[config.mk]
export PLATFORM = sky130hd
export DESIGN_NAME = gate_sweep_ctrl_flat
export DESIGN_NICKNAME = d
export VERILOG_FILES = /design/src/rtl/gate_sweep_ctrl_if.sv /design/src/rtl/gate_sweep_ctrl.sv /design/src/flat_wrapper.sv
export SDC_FILE = /design/constraint.sdc
export NUM_CORES = 1
export LEC_CHECK = 0
export CAP_MARGIN = 20
export CORE_MARGIN = 4
export CORE_UTILIZATION = 40
export DETAILED_ROUTE_END_ITERATION = 10
export GPL_ROUTABILITY_DRIVEN = 0
export REMOVE_ABC_BUFFERS = 1
export SETUP_SLACK_MARGIN = 0.05
export SYNTH_ARGS = -nofsm -noshare
export SYNTH_HDL_FRONTEND = slang
export SYNTH_SLANG_ARGS = --single-unit
[constraint.sdc]
create_clock -name clk -period 2.6 [get_ports clk]
set_clock_uncertainty 0.05 [all_clocks]
set_input_delay 0.26 -clock clk [delete_from_list [all_inputs] [get_ports clk]]
set_output_delay 0.26 -clock clk [all_outputs]
set_load 0.01 [all_outputs]
[src/rtl/gate_sweep_ctrl_if.sv]
// Bundle between the truth-table sweep sequencer and its environment.
// master: the side that supplies start and the gate output y_in, and observes the results.
// slave : the sequencer itself.
// Signals:
//   start            sweep request
//   y_in             output of the gate under test
//   x_out            vector driven onto the gate inputs
//   busy/done        sweep in progress / one-cycle completion pulse
//   pass, err_cnt    result of the last sweep
//   first_fail_vec   lowest failing vector, qualified by first_fail_valid
//   log_valid/log_vec/log_y  per-vector sample log
interface gate_sweep_ctrl_if #(
    parameter int N_IN = 3
);
    logic            start;
    logic            y_in;
    logic [N_IN-1:0] x_out;
    logic            busy;
    logic            done;
    logic            pass;
    logic [N_IN:0]   err_cnt;
    logic [N_IN-1:0] first_fail_vec;
    logic            first_fail_valid;
    logic            log_valid;
    logic [N_IN-1:0] log_vec;
    logic            log_y;

    modport master (
        output start, y_in,
        input  x_out, busy, done, pass, err_cnt, first_fail_vec, first_fail_valid,
               log_valid, log_vec, log_y
    );

    modport slave (
        input  start, y_in,
        output x_out, busy, done, pass, err_cnt, first_fail_vec, first_fail_valid,
               log_valid, log_vec, log_y
    );
endinterface

[src/rtl/gate_sweep_ctrl.sv]
// Exhaustive truth-table sequencer for a small combinational gate.
// On an accepted start it walks x_out through 0..2^N_IN-1, lets each vector
// settle for SETTLE cycles, samples y_in for one cycle against the reference
// function selected by FUNC, and reports the pass/fail summary.
// Ports:
//   clk  - rising-edge clock
//   rst  - synchronous active-high reset (all outputs to 0, state IDLE)
//   bus  - gate_sweep_ctrl_if slave: start/y_in in; vector, status, results and log out
module gate_sweep_ctrl #(
    parameter int N_IN   = 3,
    parameter int SETTLE = 5,
    parameter int FUNC   = 0
) (
    input logic            clk,
    input logic            rst,
    gate_sweep_ctrl_if.slave bus
);
    localparam int WAIT_W = (SETTLE > 1) ? $clog2(SETTLE) : 1;
    localparam logic [WAIT_W-1:0] WAIT_INIT = WAIT_W'(SETTLE - 1);
    localparam logic [N_IN-1:0]   LAST_VEC  = {N_IN{1'b1}};

    typedef enum logic [1:0] {
        S_IDLE,
        S_SETTLE,
        S_SAMPLE,
        S_DONE
    } state_t;

    state_t            state_q, state_d;
    logic [N_IN-1:0]   x_q, x_d;
    logic [WAIT_W-1:0] wait_q, wait_d;
    logic [N_IN:0]     err_q, err_d;
    logic [N_IN-1:0]   ffv_q, ffv_d;
    logic              ffvalid_q, ffvalid_d;
    logic              pass_q, pass_d;
    logic              mismatch;

    // Reduction-style reference for the gate under test.
    function automatic logic ref_y(input logic [N_IN-1:0] x);
        case (FUNC)
            0:       return |x;
            1:       return ~|x;
            2:       return &x;
            3:       return ~&x;
            default: return ^x;
        endcase
    endfunction

    // Case inequality so that an X/Z from the gate model is scored as a miss.
    always_comb begin
        mismatch = (bus.y_in !== ref_y(x_q));
    end

    always_ff @(posedge clk) begin
        if (rst) begin
            state_q   <= S_IDLE;
            x_q       <= '0;
            wait_q    <= '0;
            err_q     <= '0;
            ffv_q     <= '0;
            ffvalid_q <= 1'b0;
            pass_q    <= 1'b0;
        end else begin
            state_q   <= state_d;
            x_q       <= x_d;
            wait_q    <= wait_d;
            err_q     <= err_d;
            ffv_q     <= ffv_d;
            ffvalid_q <= ffvalid_d;
            pass_q    <= pass_d;
        end
    end

    always_comb begin
        state_d   = state_q;
        x_d       = x_q;
        wait_d    = wait_q;
        err_d     = err_q;
        ffv_d     = ffv_q;
        ffvalid_d = ffvalid_q;
        pass_d    = pass_q;
        case (state_q)
            S_IDLE: begin
                if (bus.start) begin
                    state_d   = S_SETTLE;
                    x_d       = '0;
                    wait_d    = WAIT_INIT;
                    err_d     = '0;
                    ffv_d     = '0;
                    ffvalid_d = 1'b0;
                    pass_d    = 1'b0;
                end
            end
            S_SETTLE: begin
                if (wait_q == '0) begin
                    state_d = S_SAMPLE;
                end else begin
                    wait_d = wait_q - WAIT_W'(1);
                end
            end
            S_SAMPLE: begin
                if (mismatch) begin
                    err_d = err_q + (N_IN+1)'(1);
                    if (!ffvalid_q) begin
                        ffv_d     = x_q;
                        ffvalid_d = 1'b1;
                    end
                end
                if (x_q == LAST_VEC) begin
                    // pass is decided here so it already includes the final compare
                    // when done is shown in the following cycle.
                    state_d = S_DONE;
                    pass_d  = (err_d == '0);
                end else begin
                    state_d = S_SETTLE;
                    x_d     = x_q + N_IN'(1);
                    wait_d  = WAIT_INIT;
                end
            end
            default: begin
                state_d = S_IDLE;
            end
        endcase
    end

    always_comb begin
        bus.x_out            = x_q;
        bus.busy             = (state_q == S_SETTLE) || (state_q == S_SAMPLE);
        bus.done             = (state_q == S_DONE);
        bus.pass             = pass_q;
        bus.err_cnt          = err_q;
        bus.first_fail_vec   = ffv_q;
        bus.first_fail_valid = ffvalid_q;
        bus.log_valid        = (state_q == S_SAMPLE);
        bus.log_vec          = (state_q == S_SAMPLE) ? x_q : '0;
        bus.log_y            = (state_q == S_SAMPLE) & bus.y_in;
    end
endmodule

[src/flat_wrapper.sv]
// flat-port wrapper written by rule: the top's interface ports become plain ports
module gate_sweep_ctrl_flat 
#(
    parameter int N_IN   = 3,
    parameter int SETTLE = 5,
    parameter int FUNC   = 0
)
  (clk, rst, bus_start, bus_y_in, bus_x_out, bus_busy, bus_done, bus_pass, bus_err_cnt, bus_first_fail_vec, bus_first_fail_valid, bus_log_valid, bus_log_vec, bus_log_y);
  gate_sweep_ctrl_if #(.N_IN(N_IN)) bus_i ();
  input logic clk;
  input logic rst;
  input wire logic [$bits(bus_i.start)-1:0] bus_start;
  input wire logic [$bits(bus_i.y_in)-1:0] bus_y_in;
  output wire logic [$bits(bus_i.x_out)-1:0] bus_x_out;
  output wire logic [$bits(bus_i.busy)-1:0] bus_busy;
  output wire logic [$bits(bus_i.done)-1:0] bus_done;
  output wire logic [$bits(bus_i.pass)-1:0] bus_pass;
  output wire logic [$bits(bus_i.err_cnt)-1:0] bus_err_cnt;
  output wire logic [$bits(bus_i.first_fail_vec)-1:0] bus_first_fail_vec;
  output wire logic [$bits(bus_i.first_fail_valid)-1:0] bus_first_fail_valid;
  output wire logic [$bits(bus_i.log_valid)-1:0] bus_log_valid;
  output wire logic [$bits(bus_i.log_vec)-1:0] bus_log_vec;
  output wire logic [$bits(bus_i.log_y)-1:0] bus_log_y;
  assign bus_i.start = bus_start;
  assign bus_i.y_in = bus_y_in;
  assign bus_x_out = bus_i.x_out;
  assign bus_busy = bus_i.busy;
  assign bus_done = bus_i.done;
  assign bus_pass = bus_i.pass;
  assign bus_err_cnt = bus_i.err_cnt;
  assign bus_first_fail_vec = bus_i.first_fail_vec;
  assign bus_first_fail_valid = bus_i.first_fail_valid;
  assign bus_log_valid = bus_i.log_valid;
  assign bus_log_vec = bus_i.log_vec;
  assign bus_log_y = bus_i.log_y;
  gate_sweep_ctrl #(.N_IN(N_IN), .SETTLE(SETTLE), .FUNC(FUNC)) u_core (.clk(clk), .rst(rst), .bus(bus_i));
endmodule
==> results.yml <==
run_status:
  status: "finished clean"
logic_synthesis:
  synth_area_mm2: 0.00113
  synthTopCellsByCount: "dfxtp_1, nor2_1, ha_1, inv_1, nand2_1"
  synthFlopType: "dfxtp_1"
  async_flop_share_pct: 0
  ys_seq_elements: 17
  synth_cells: 135
  ys_top_cells_by_area: "dfxtp_1, ha_1, nand2b_1"
  ys_seq_area_share_pct: 30.0
  synth_top_cell_by_area: "dfxtp_1"
  syn_area_per_cell_um2: 8.41
  synth_warnings: 0
  synth_most_common_cell: "dfxtp_1"
  synth.distinct_cells: 38
  synth_edf_count: 0
  synth_top_area_share_pct: 30.0
run:
  cap_violations: 0
route:
  dr.pass1.iters: 4
  ant_nets: 0
  drc: 0
  via_per_inst: 5.45
  drt_first_iter_violations: 31
  wl_per_cell_um: 13.4
  drt_wl_total_um: 2540
  vias: 1035
floorplanning:
  start_util_pct: 41.5
  core_mm2: 0.00273
  rows: 19
  dieHeight_um: 61.3
  die_area_mm2: 0.00375
  die_w_um: 61.3
  top_level_ports: 23
worst_setup_path:
  path_cells: "inv_1, ha_1, and2_1, clkdlybuf4s50_1"
  crit_path_max_fanout: 15
  cp_slowest_cell: "clkdlybuf4s50_1"
  crit_required_ps: 2290
  critPathLaunchType: "register"
  cpPeakStageDelay_ps: 540
  arrival_ps: 2080
  end_kind: "primary output"
  crit_type: "reg2out"
global_route:
  grt_pass1_wl_um: 4430
  track_usage_pct: 15.7
  antenna_found_initial: 0
  grt_pass1_vias: 987
  grt_max_degree: 16
  gr-total-overflow: 0
cells_and_area:
  antenna_cells: 0
  fin_area_mm2: 0.00142
  drive_above_1_share_pct: 7.55
  fin_nets: 174
  syn_to_final_growth_pct: 25.2
power_and_ir_drop:
  p_total_mw: 0.928
  seqPwrFrac_pct: 34.4
  netSwitchingPower_mw: 0.378
  p_leak_nw: 0.529
  clock_power_share_pct: 15.7
  power.density_mw_per_mm2: 653
  p_int_mw: 0.551
  netSwitchingFraction_pct: 40.7
  vdd_drop_max_uv: 681
  pwr-share-comb_pct: 49.9
clock_network:
  numCtsBuffers: 3
  cts_resized: 0
  cts_root_buffer: "clkbuf_4"
  clk_pin_slew_ps: 100
  cts_max_path_buffers: 2
  htree_levels: 1
  cts_tree: "built"
  post_cts.repair.setup_buffers: 0
  holdBufCountCts: 0
  clkSinkCount: 17
  insertion_delay_ps: 290
sta:
  hold_viol: 0
  fin_crit_ps: 2390
  fmax_mhz: 419
  final.period_utilization_pct: 91.8
  grt_setup_unrepaired: "false"
  tightest_slew_ps: 538
  relSlewSlack_pct: 64.1
  setup_tns_ps: 0
  final-setup-viol-count: 0
  drv_slew: 0
min_path:
  hp-class: "reg2reg"
placement:
  place_area_mm2: 0.00140
  portBuffers: 22
  hpwl_um: 1920
## stage by stage
stage / setup slack [ps] / hold WS (ps) / instances / utilization [%]
2_1_floorplan: 747 / 279 / 130 / -
3_3_place_gp: 591 / 390 / 186 / 51.0
3_5_place_dp: 542 / 400 / 186 / 51.0
4_1_cts: 207 / 415 / 190 / 52.0
5_1_grt: 50.5 / 465 / 190 / 52.0
6_report: 213 / 420 / 190 / 52.0
## kinds of logic (layout without fill, tap and decap cells)
kind of cell | Yosys count | count (layout) | share of synthesized area, %
fa+ha+maj | 10 | 10 | 11.0
mux | 4 | 4 | 4.63
xor+xnor | 3 | 3 | 2.98
simple gates | 52 | 52 | 25.8
compound gates | 34 | 34 | 20.4
flops | 17 | 17 | 30.0
buf+inv | 15 | 39 | 5.18
## cell usage in the layout (no fill, tap or decap), types with 2 or more instances in the layout
cell / Yosys / final
a21oi_1: 9 / 9
o211ai_1: 5 / 5
nand4_1: 2 / 2
nand3_1: 3 / 3
mux2i_1: 3 / 3
dfxtp_1: 17 / 17
o21ai_0: 4 / 4
nor3_1: 2 / 2
a31oi_1: 5 / 5
nand2b_1: 8 / 8
and2_1: 4 / 4
nand4b_1: 5 / 5
a22oi_1: 2 / 2
nand2_1: 10 / 10
nor2b_1: 2 / 2
clkbuf_4: 0 / 3
clkdlybuf4s50_1: 0 / 22
or4_1: 2 / 2
inv_1: 10 / 10
ha_1: 10 / 10
nor2_1: 11 / 11
buf_4: 0 / 3
## power by group through the flow
stage                     clock network [mW]  logic [mW]  registers [mW]
after floorplan                            0       0.324           0.321
after global placement                     0       0.457           0.323
after detailed placement                   0       0.461           0.325
after CTS                              0.153       0.465           0.319
after global routing                   0.165       0.530           0.324
final                                  0.146       0.463           0.319
## state kept, by name, indices dropped and copies added, names as in the netlist
name                         count
u_core.bus.x_out                 3
u_core.state_q                   2
u_core.bus.first_fail_vec        3
u_core.bus.err_cnt               4
u_core.wait_q                    3
u_core.bus.first_fail_valid      1
u_core.bus.pass                  1
## cell type report
type | instances | area [um^2]
fill | 269 | 1310
multi-input combinational | 103 | 736
sequential | 17 | 340
timing repair buffer | 25 | 243
tap | 31 | 38.8
inverter | 10 | 37.5
clock buffer | 4 | 26.3
## path summary, 6_finish.rpt
path / start / end / slack (ps) / cells past startpoint
max: u_core.state_q[0] / bus_log_vec[0] / 210 / 4
min: u_core.wait_q[0] / u_core.wait_q[0] / 420 / 2
max reg2reg: u_core.state_q[0] / u_core.bus.pass / 580 / 6
min reg2reg: u_core.wait_q[0] / u_core.wait_q[0] / 420 / 2
## routing by layer
layer / part of all wire [%] / wire length (um) / vias to the layer above / track usage, %
met2: 43 / 1100 / 24 / 24.0
li1: - / - / 530 / -
met5: 0 / 0 / - / 0
met1: 51 / 1290 / 477 / 21.4
met3: 5.0 / 126 / 4 / 5.03
met4: 0.98 / 25 / 0 / 3.72
## critical path: cells and delay by family (launching register included)
kind / cells / cell delay, ps
adders and majority gates: 1 / 510
buffers and inverters: 2 / 660
DFF: 1 / 350
and+or+nand+nor: 1 / 250
Note: power is estimated with default switching activity, not from simulation.
